**config.mk**
```make
export PLATFORM = sky130hd
export DESIGN_NAME = aes_rx_framer
export DESIGN_NICKNAME = d
export VERILOG_FILES = /design/src/rtl/aes_rx_framer.sv
export SDC_FILE = /design/constraint.sdc
export NUM_CORES = 1
export LEC_CHECK = 0
export CORE_MARGIN = 2
export CORE_UTILIZATION = 48
export DETAILED_ROUTE_END_ITERATION = 12
export PLACE_DENSITY = 0.75
export SLEW_MARGIN = 20
export SYNTH_ARGS = -nofsm -noshare
export SYNTH_HDL_FRONTEND = slang
export SYNTH_SLANG_ARGS = --single-unit
```
**constraint.sdc**
```tcl
create_clock -name Clk -period 2.1 [get_ports Clk]
set_clock_uncertainty 0.15 [all_clocks]
set_input_delay 0.525 -clock Clk [delete_from_list [all_inputs] [get_ports Clk]]
set_output_delay 0.525 -clock Clk [all_outputs]
set_load 0.05 [all_outputs]
```
**src/rtl/aes_rx_framer.sv**
```systemverilog
// UART 8N1 receiver that packs 16 received bytes into one 128-bit AES block.
// Ports: Clk, Rst (async active-low), Rx serial in, Block/Block_valid/Block_ready out-handshake, Frame_err/Overrun pulses.
module aes_rx_framer #(
  parameter int CLKS_PER_BIT = 434,
  parameter int TIMEOUT_BITS = 32
) (
  input  logic         Clk,
  input  logic         Rst,
  input  logic         Rx,
  output logic [127:0] Block,
  output logic         Block_valid,
  input  logic         Block_ready,
  output logic         Frame_err,
  output logic         Overrun
);

  localparam int CW     = $clog2(CLKS_PER_BIT + 1);
  localparam int TO_CYC = TIMEOUT_BITS * CLKS_PER_BIT;
  localparam int TW     = $clog2(TO_CYC + 1);

  localparam logic [CW-1:0] BIT_LAST  = CW'(CLKS_PER_BIT - 1);
  localparam logic [CW-1:0] HALF_LAST = CW'(CLKS_PER_BIT / 2 - 1);
  localparam logic [TW-1:0] TO_LAST   = TW'(TO_CYC - 1);

  typedef enum logic [2:0] {
    IDLE,
    START,
    DATA,
    STOP,
    WAIT_HIGH
  } state_e;

  state_e          state_q;
  logic            rx_s1_q;
  logic            rx_s2_q;
  logic            rxs_prev_q;
  logic            armed_q;
  logic [CW-1:0]   arm_cnt_q;
  logic [CW-1:0]   tmr_q;
  logic [2:0]      bit_q;
  logic [7:0]      sh_q;
  logic            done_q;
  logic            start_q;
  logic            ferr_q;

  logic [127:0]    blk_q, blk_d;
  logic [3:0]      cnt_q, cnt_d;
  logic            vld_q, vld_d;
  logic            ovr_q, ovr_d;
  logic [TW-1:0]   idle_q, idle_d;

  logic            rxs;
  assign rxs = rx_s2_q;

  // Receiver: synchronizer, line arming and bit-level FSM.
  always_ff @(posedge Clk or negedge Rst) begin
    if (!Rst) begin
      state_q    <= IDLE;
      rx_s1_q    <= 1'b1;
      rx_s2_q    <= 1'b1;
      rxs_prev_q <= 1'b1;
      armed_q    <= 1'b0;
      arm_cnt_q  <= '0;
      tmr_q      <= '0;
      bit_q      <= '0;
      sh_q       <= '0;
      done_q     <= 1'b0;
      start_q    <= 1'b0;
      ferr_q     <= 1'b0;
    end else begin
      rx_s1_q    <= Rx;
      rx_s2_q    <= rx_s1_q;
      rxs_prev_q <= rxs;
      done_q     <= 1'b0;
      start_q    <= 1'b0;
      ferr_q     <= 1'b0;

      // Once armed the line stays armed until a framing error.
      if (state_q == WAIT_HIGH) begin
        armed_q   <= 1'b0;
        arm_cnt_q <= '0;
      end else if (!armed_q) begin
        if (!rxs) begin
          arm_cnt_q <= '0;
        end else if (arm_cnt_q == BIT_LAST) begin
          armed_q <= 1'b1;
        end else begin
          arm_cnt_q <= arm_cnt_q + 1'b1;
        end
      end

      unique case (state_q)
        IDLE: begin
          if (armed_q && rxs_prev_q && !rxs) begin
            state_q <= START;
            tmr_q   <= '0;
            bit_q   <= '0;
            start_q <= 1'b1;
          end
        end
        START: begin
          if (tmr_q == HALF_LAST) begin
            tmr_q   <= '0;
            state_q <= rxs ? IDLE : DATA;
          end else begin
            tmr_q <= tmr_q + 1'b1;
          end
        end
        DATA: begin
          if (tmr_q == BIT_LAST) begin
            tmr_q <= '0;
            sh_q  <= {rxs, sh_q[7:1]};
            if (bit_q == 3'd7) begin
              state_q <= STOP;
            end else begin
              bit_q <= bit_q + 1'b1;
            end
          end else begin
            tmr_q <= tmr_q + 1'b1;
          end
        end
        STOP: begin
          if (tmr_q == BIT_LAST) begin
            tmr_q <= '0;
            if (rxs) begin
              done_q  <= 1'b1;
              state_q <= IDLE;
            end else begin
              ferr_q  <= 1'b1;
              state_q <= WAIT_HIGH;
            end
          end else begin
            tmr_q <= tmr_q + 1'b1;
          end
        end
        WAIT_HIGH: begin
          if (rxs) begin
            state_q <= IDLE;
          end
        end
        default: state_q <= IDLE;
      endcase
    end
  end

  // Block assembly, output handshake and partial-block timeout.
  always_comb begin
    blk_d  = blk_q;
    cnt_d  = cnt_q;
    vld_d  = vld_q;
    ovr_d  = 1'b0;
    idle_d = idle_q;

    if (vld_q && Block_ready) begin
      vld_d = 1'b0;
    end

    if (start_q || cnt_q == 4'd0 || vld_q) begin
      idle_d = '0;
    end else if (idle_q != TO_LAST) begin
      idle_d = idle_q + 1'b1;
    end

    if (done_q) begin
      if (vld_q && !Block_ready) begin
        ovr_d = 1'b1;
      end else begin
        // {~n,3'b111} == 127 - 8*n for a 4-bit byte index.
        blk_d[{~cnt_q, 3'b111} -: 8] = sh_q;
        cnt_d = cnt_q + 1'b1;
        if (cnt_q == 4'd15) begin
          vld_d = 1'b1;
        end
      end
    end else if (idle_q == TO_LAST && cnt_q != 4'd0 && !vld_q) begin
      cnt_d  = '0;
      idle_d = '0;
    end
  end

  always_ff @(posedge Clk or negedge Rst) begin
    if (!Rst) begin
      blk_q  <= '0;
      cnt_q  <= '0;
      vld_q  <= 1'b0;
      ovr_q  <= 1'b0;
      idle_q <= '0;
    end else begin
      blk_q  <= blk_d;
      cnt_q  <= cnt_d;
      vld_q  <= vld_d;
      ovr_q  <= ovr_d;
      idle_q <= idle_d;
    end
  end

  assign Block       = blk_q;
  assign Block_valid = vld_q;
  assign Frame_err   = ferr_q;
  assign Overrun     = ovr_q;

endmodule

```
==> summary.md, run 1 <==
| Metric | Value |
|---|---|
| Outcome | `finished, final reports clean` |
| Clock sinks | `about 190` |
| Die Y-Extent | `about 130 um` |
| Synth area leader | `dfrtp_1` |
| Post-Synthesis Cells | `roughly 700` |
| VDD IR max | `547 uV` |
| CP startpoint kind | `primary input` |
| Root buf cell | `clkbuf_16` |
| Fin. max-slew vios | `0` |
| Placer Congestion | `0.892` |
| Post-synth top area share | `56.0%` |
| Clock latency at the later pin of the worst-skew pair | `~0.43 ns` |
| Register area share after synthesis | `56.9%` |
| DR WL/cell | `~18 um` |
| First-pass GRT wire length | `approximately 30000 um` |
| Worst rel slew slack | `between 60% and 70%` |
| CP Max Fanout | `8` |
| Tcrit/Tclk final | `a little over nine tenths` |
| Detail Route Antenna Nets | `0` |
| Max Cap Violations | `0` |
| Initial antenna violation count | `0` |
| Router iterations before antenna repair | `5` |
| Cells after DPL | `about 1100` |
| Unrepaired setup endpoints after global routing | `yes` |
| Ports | `approximately 140` |
| Finished Cell Area | `10500 um2` |
| Post-route DRC | `0` |
| Syn_area_per_cell | `roughly 12 um2` |
| Hold WS | `a little over 0.2 ns` |
| Worst EP arrival | `around 2.2 ns` |
| Gr ovfl total | `0` |
| Register-to-register setup slack | `around 0.08 ns` |
| Hold Violations, Final | `0` |
| Initial core utilization | `49.4%` |
| Final non-filler cell total | `approximately 1100` |
| Layout cells sized above 1 | `approximately 39%` |
| FMAX | `about 490 MHz` |
| Seq cells post-synth | `~190` |
| CP startpoint | `Block_ready` |
| Tightest Hold Check Type | `reg -> reg` |
| Crit path capture | `Block[91]` |
| Worst Path Required | `between 2 and 2.5 ns` |
| Post-synth EDFFs | `0` |
| Area of the die | `~18000 um2` |
| Vias | `a little under 6000` |
| WHS Path Cells | `0` |
| Mapped cell area | `8230 um2` |
| Post-DP HPWL | `between 10000 and 15000 um` |
| Count of final setup violators | `0` |
| Number of vias per cell | `between 5 and 6` |
| CTS tree | `built` |
| Final-stage net count | `approximately 880` |
| Worst R2R End | `tmr_q[5]` |
| P_leak | `5.31 nW` |
| Vias in the first global route | `a little under 6000` |
| Initial DRC count | `383` |
| ANT cells | `0` |
| Leading register cell type out of synthesis | `dfrtp_1` |
| Distinct cells, synth | `74` |
| PortBufs | `between 100 and 150` |
| Yosys warning total | `0` |
| Dpl cell area | `~9800 um2` |
| Num CTS Buffers | `17` |
| Final wirelength | `between 15000 and 20000 um` |
| Power Dens Cells | `~650 nW/um2` |
| Mapped Nets | `roughly 700` |
| Fin crit period | `between 2 and 2.5 ns` |
| Syn-to-layout area delta | `27.0%` |
| Clock transition at path regs | `about 0.07 ns` |
| FF-to-FF Start | `tmr_q[0]` |
| GR Util All Layers | `a little over a fifth` |
| R2R depth | `6` |
| CTS max path bufs | `2` |
| Ys async rst share | `100%` |
| Slew @ Worst Pin | `0.551 ns` |
| Largest net degree at the start of global routing | `55` |
| Fillers | `1299` |
| Core box area | `around 17000 um2` |
| Std-Cell Rows | `47` |
| Die Wd | `approximately 130 um` |
| Setup CP Type | `in -> reg` |
| H-tree levels | `4` |
| Largest cells by area after synthesis | `dfrtp_1, mux2_2, nand2_1` |
| Worst Setup End Kind | `flip-flop` |
[Yosys cell counts, types with 3 or more instances]
cell type  instances
or3_1              5
or2_2              4
inv_1             32
nor4_1             6
o32ai_1            3
o21ai_0           31
nand2_2            3
nand2_1           77
dfstp_2            3
nand2b_1           3
and2_1            13
buf_4              5
xnor2_1            7
and3_1            18
nor3_1             9
nand4_1            7
buf_2              5
clkbuf_1          10
o31ai_1            3
mux2i_1           17
a21oi_1           18
nand3_1            9
mux2_2           101
ha_1              14
dfrtp_1          184
nor2_1            25
o211ai_1           6
[layout by cell type, fill, tap and decap left out, drive strengths merged, types with 3 or more instances in the layout]
cell type	n
a21oi	20
a31o	3
and2	13
and3	19
buf	179
clkbuf	18
clkinv	3
clkinvlp	4
dfrtp	184
dfstp	3
ha	14
inv	40
mux2	103
mux2i	17
nand2	80
nand2b	3
nand3	10
nand4	7
nor2	26
nor3	9
nor4	8
o211ai	6
o21ai	32
o31a	3
o31ai	4
o32ai	3
or2	4
or3	6
or4	3
xnor2	7
[how the worst min path moves through the flow]
stage / slack (ns) / to / startpoint
6_report: 0.21 / rx_s2_q / rx_s1_q
5_1_grt: 0.21 / rx_s2_q / rx_s1_q
4_1_cts: 0.21 / rx_s2_q / rx_s1_q
3_5_place_dp: 0.20 / rx_s2_q / rx_s1_q
3_3_place_gp: 0.20 / rx_s2_q / rx_s1_q
2_1_floorplan: 0.08 / Block[0] / Rst
[routing by layer]
layer | global-route usage, % | up-vias | wire [um]
met2 | 38.2 | 132 | 10100
met5 | 0 | - | 0
met1 | 27.9 | 3010 | 8140
met4 | 5.79 | 0 | 177
met3 | 3.57 | 13 | 856
li1 | - | 2768 | -
[critical path, stage by stage]
cell,delay (ns)
clkdlybuf4s50_1,0.52
nor2b_1,0.09
nor4_1,0.23
buf_4,0.20
and2_1,0.18
buf_12,0.14
mux2_2,0.33
[power breakdown]
part	switching, mW	internal [mW]
Combinational	0.0847	0.0292
Clock	1.47	1.59
Sequential	0.0102	3.61
Total	1.57	5.23
[metrics by stage]
step	setup TNS, ns	util (%)	power (mW)	setup WS (ns)
2_1_floorplan	0	-	3.70	0.00475
3_3_place_gp	-23.95	59.2	3.80	-0.318
3_5_place_dp	-26.05	59.2	3.81	-0.349
4_1_cts	0	62.6	6.86	0.0514
5_1_grt	-0.00668	62.8	7.01	-0.00668
6_report	0	62.8	6.80	0.0584
[sequential cells by signal, summed over array words and instances, names as in the netlist]
| register | cells |
|---|---|
| Block | 128 |
| Block_valid | 1 |
| Frame_err | 1 |
| Overrun | 1 |
| arm_cnt_q | 9 |
| armed_q | 1 |
| bit_q | 3 |
| cnt_q | 4 |
| done_q | 1 |
| idle_q | 14 |
| rx_s1_q | 1 |
| rx_s2_q | 1 |
| rxs_prev_q | 1 |
| sh_q | 8 |
| start_q | 1 |
| state_q | 3 |
| tmr_q | 9 |
[logic make-up (layout without fill, tap and decap cells)]
kind of cell | Yosys count | after routing | synth area share (%)
buffers and inverters | 56 | 247 | 3.04
and+or+nand+nor | 205 | 205 | 13.6
muxes | 120 | 120 | 16.2
adders and majority gates | 14 | 14 | 2.13
xor gates and xnor gates | 8 | 8 | 0.852
DFF | 187 | 187 | 56.9
AOI/OAI and AO/OA | 90 | 90 | 7.32
[repair_timing]
item,4_1_cts,5_1_grt
buffers inserted,0,3
endpoints found under the hold margin,32,0
gates resized for setup,0,3
hold buffers,1,0
endpoints found under the setup margin,0,12
[cell type report]
type                    count  area [um2]  share of cell area [%]
clock buffers              18         439                    4.20
clock inverters            14         125                    1.20
repair buffers            182        1500                    14.4
inverters                  33         124                    1.19
multi-input cells         437        3300                    31.6
flip-flops and latches    187        4680                    44.8
well taps                 220         275                    2.63
Power figures use the tool's default switching activity.
==> inputs of run 2 (changes only) <==
- CAP_MARGIN: default -> 10
- CTS_CLUSTER_SIZE: default -> 20
==> results of run 2 <==
No change in the layout: final DEF, timing and power equal those of run 1.
==> inputs of run 3 (changes only) <==
- CORE_ASPECT_RATIO: default -> 1.2
- PLACE_DENSITY: 0.75 -> 0.77
==> run 3 against run 2 <==
Net effect:
- highest routed layer unchanged
- largest power group unchanged
- via count shrank 0.46%
- clock power grew 4%
- critical path type unchanged
- critical endpoint is now Block[13]
- critical path depth is the same
- setup slack lost 0.0031 ns
- largest cell class unchanged
==> summary.md, run 3 (synthesis gave the netlist of run 1 again) <==
| Metric | Value |
|---|---|
| Final wirelength | `about 19000 um` |
| Sequential Area | `approximately 4700 um2` |
| Post-route DRC | `0` |
| Max Cap Violations | `0` |
| Root buf cell | `clkbuf_16` |
| Cells after DPL | `about 1100` |
| Commonest cells after routing, fill and taps aside | `dfrtp_1, buf_4, mux2_2` |
| Router iterations before antenna repair | `4` |
| Vias in the first global route | `~5900` |
| Slew @ Worst Pin | `between 0.5 and 0.6 ns` |
| Initial antenna violation count | `0` |
| GR Util All Layers | `a little over a fifth` |
| First-pass GRT wire length | `approximately 30000 um` |
| Num CTS Buffers | `17` |
| # Post-CTS Setup Buffers | `0` |
| Unrepaired setup endpoints after global routing | `no` |
| Vias | `approximately 5900` |
| P_leak | `~5.4 nW` |
| Final Total Pwr | `6.92 mW` |
| Final-stage net count | `881` |
| Crit-path slowest cell | `clkdlybuf4s50_1` |
| Worst rel slew slack | `62.1%` |
| H-tree levels | `4` |
| Layout cells sized above 1 | `between 30% and 40%` |
| Syn-to-layout area delta | `27.8%` |
| Tcrit/Tclk final | `between 90% and 100%` |
| Hold Violations, Final | `0` |
| Final non-filler cell total | `between 1000 and 1500` |
| DR WL/cell | `17.2 um` |
| Worst EP arrival | `2.20 ns` |
| Area of the die | `around 18000 um2` |
| Crit path max-delay family | `buffers and inverters` |
| Die Y-Extent | `around 150 um` |
| Placer Congestion | `between 0.9 and 1` |
| Ports | `between 100 and 150` |
| Largest register FFs | `roughly 130` |
| Largest net degree at the start of global routing | `a little under 80` |
| WP buf/inv | `3` |
| Worst Setup End Kind | `flip-flop` |
| VDD IR max | `about 550 uV` |
| Crit-path cells | `clkdlybuf4s50_1 > nor2b_1 > buf_4 > nor4_4 > buf_4 > nand2_2 > mux2_2` |
| Clock transition at path regs | `around 0.070 ns` |
| Post-DP HPWL | `about 13000 um` |
| Initial DRC count | `between 300 and 400` |
| Clock sinks | `~190` |
| Gr ovfl total | `0` |
| CP max stage delay | `approximately 0.46 ns` |
| FMAX | `between 400 and 500 MHz` |
| Number of vias per cell | `approximately 5.4` |
| Tightest Hold Check Type | `reg -> reg` |
| Fillers | `between 1000 and 1500` |
| CTS tree | `built` |
| Die Wd | `between 100 and 150 um` |
| PortBufs | `~130` |
| CP most frequent cell | `buf_4` |
| Core box area | `around 17000 um2` |
| Initial core utilization | `between 40 and 50%` |
| Std-Cell Rows | `between 50 and 60` |
| Most common cell after layout, fill and taps aside | `dfrtp_1` |
| Setup CP Type | `in -> reg` |
| Fin. max-slew vios | `0` |
| Clock latency at the later pin of the worst-skew pair | `0.42 ns` |
| CP startpoint kind | `primary input` |
| Detail Route Antenna Nets | `0` |
| Fin crit period | `approximately 2.0 ns` |
| Count of final setup violators | `0` |
| Power Dens Cells | `658 nW/um2` |
| ANT cells | `0` |
| Worst Path Required | `around 2.3 ns` |
| CP Max Fanout | `8` |
| CTS max path bufs | `2` |
| Area of the multi-input gates | `roughly 3300 um2` |
| Outcome | `finished, final reports clean` |
==> run 3: metrics by stage <==
step	TNS (ns)	cell area (um2)	utilization [%]	hold slack (ns)	worst slack, ns
2_1_floorplan	0	8230	-	0.0794	0.00475
3_3_place_gp	-28.07	9890	58.7	0.196	-0.357
3_5_place_dp	-27.64	9890	58.7	0.197	-0.408
4_1_cts	0	10500	62.3	0.207	0.0418
5_1_grt	0	10500	62.4	0.216	0.000681
6_report	0	10500	62.4	0.206	0.0553
==> run 3: worst paths after layout <==
kind	start	endpoint	slack, ns	depth (start not counted)
min	rx_s1_q	rx_s2_q	0.21	0
min in group asynchronous	Rst	Block[62]	0.52	3
max in group asynchronous	Rst	rx_s1_q	0.89	3
min reg2reg	rx_s1_q	rx_s2_q	0.21	0
max	Block_ready	Block[13]	0.06	7
max reg2reg	tmr_q[0]	tmr_q[4]	0.09	6
==> run 3: where the power goes <==
part / internal [mW] / total, mW / switching (mW)
combinational: 0.0274 / 0.109 / 0.0816
clock: 1.83 / 3.19 / 1.36
sequential: 3.61 / 3.62 / 0.0102
total: 5.47 / 6.92 / 1.45
==> run 3: final cells by class <==
class                      instances  share of cell area [%]
sequential                       187                    44.6
multi-input combinational        437                    31.5
timing repair buffer             187                    14.5
clock buffer                      24                    4.87
tap                              216                    2.57
inverter                          33                    1.18
clock inverter                     8                   0.774
==> run 3: repair_timing <==
item | 4_1_cts | 5_1_grt
endpoints found under the hold margin | 119 | 0
endpoints found under the setup margin | 0 | 27
gates resized for setup | 0 | 5
hold buffers | 1 | 0
==> run 3: worst register-to-register path: cells and delay by family, from the launching register on <==
kind,cells,cell delay (ns)
buffers and inverters,1,0.09
adder cells (fa/ha/maj),1,0.14
flip-flops,1,0.38
AO/OA/AOI/OAI,2,0.47
AND/OR/NAND/NOR,2,0.65
==> run 3: layer usage <==
layer | track usage, % | routed length (um) | vias up
met3 | 5.21 | 797 | 23
li1 | - | - | 2782
met1 | 27.1 | 7760 | 2976
met4 | 6.08 | 316 | 0
met5 | 0 | 0 | -
met2 | 37.3 | 9870 | 115
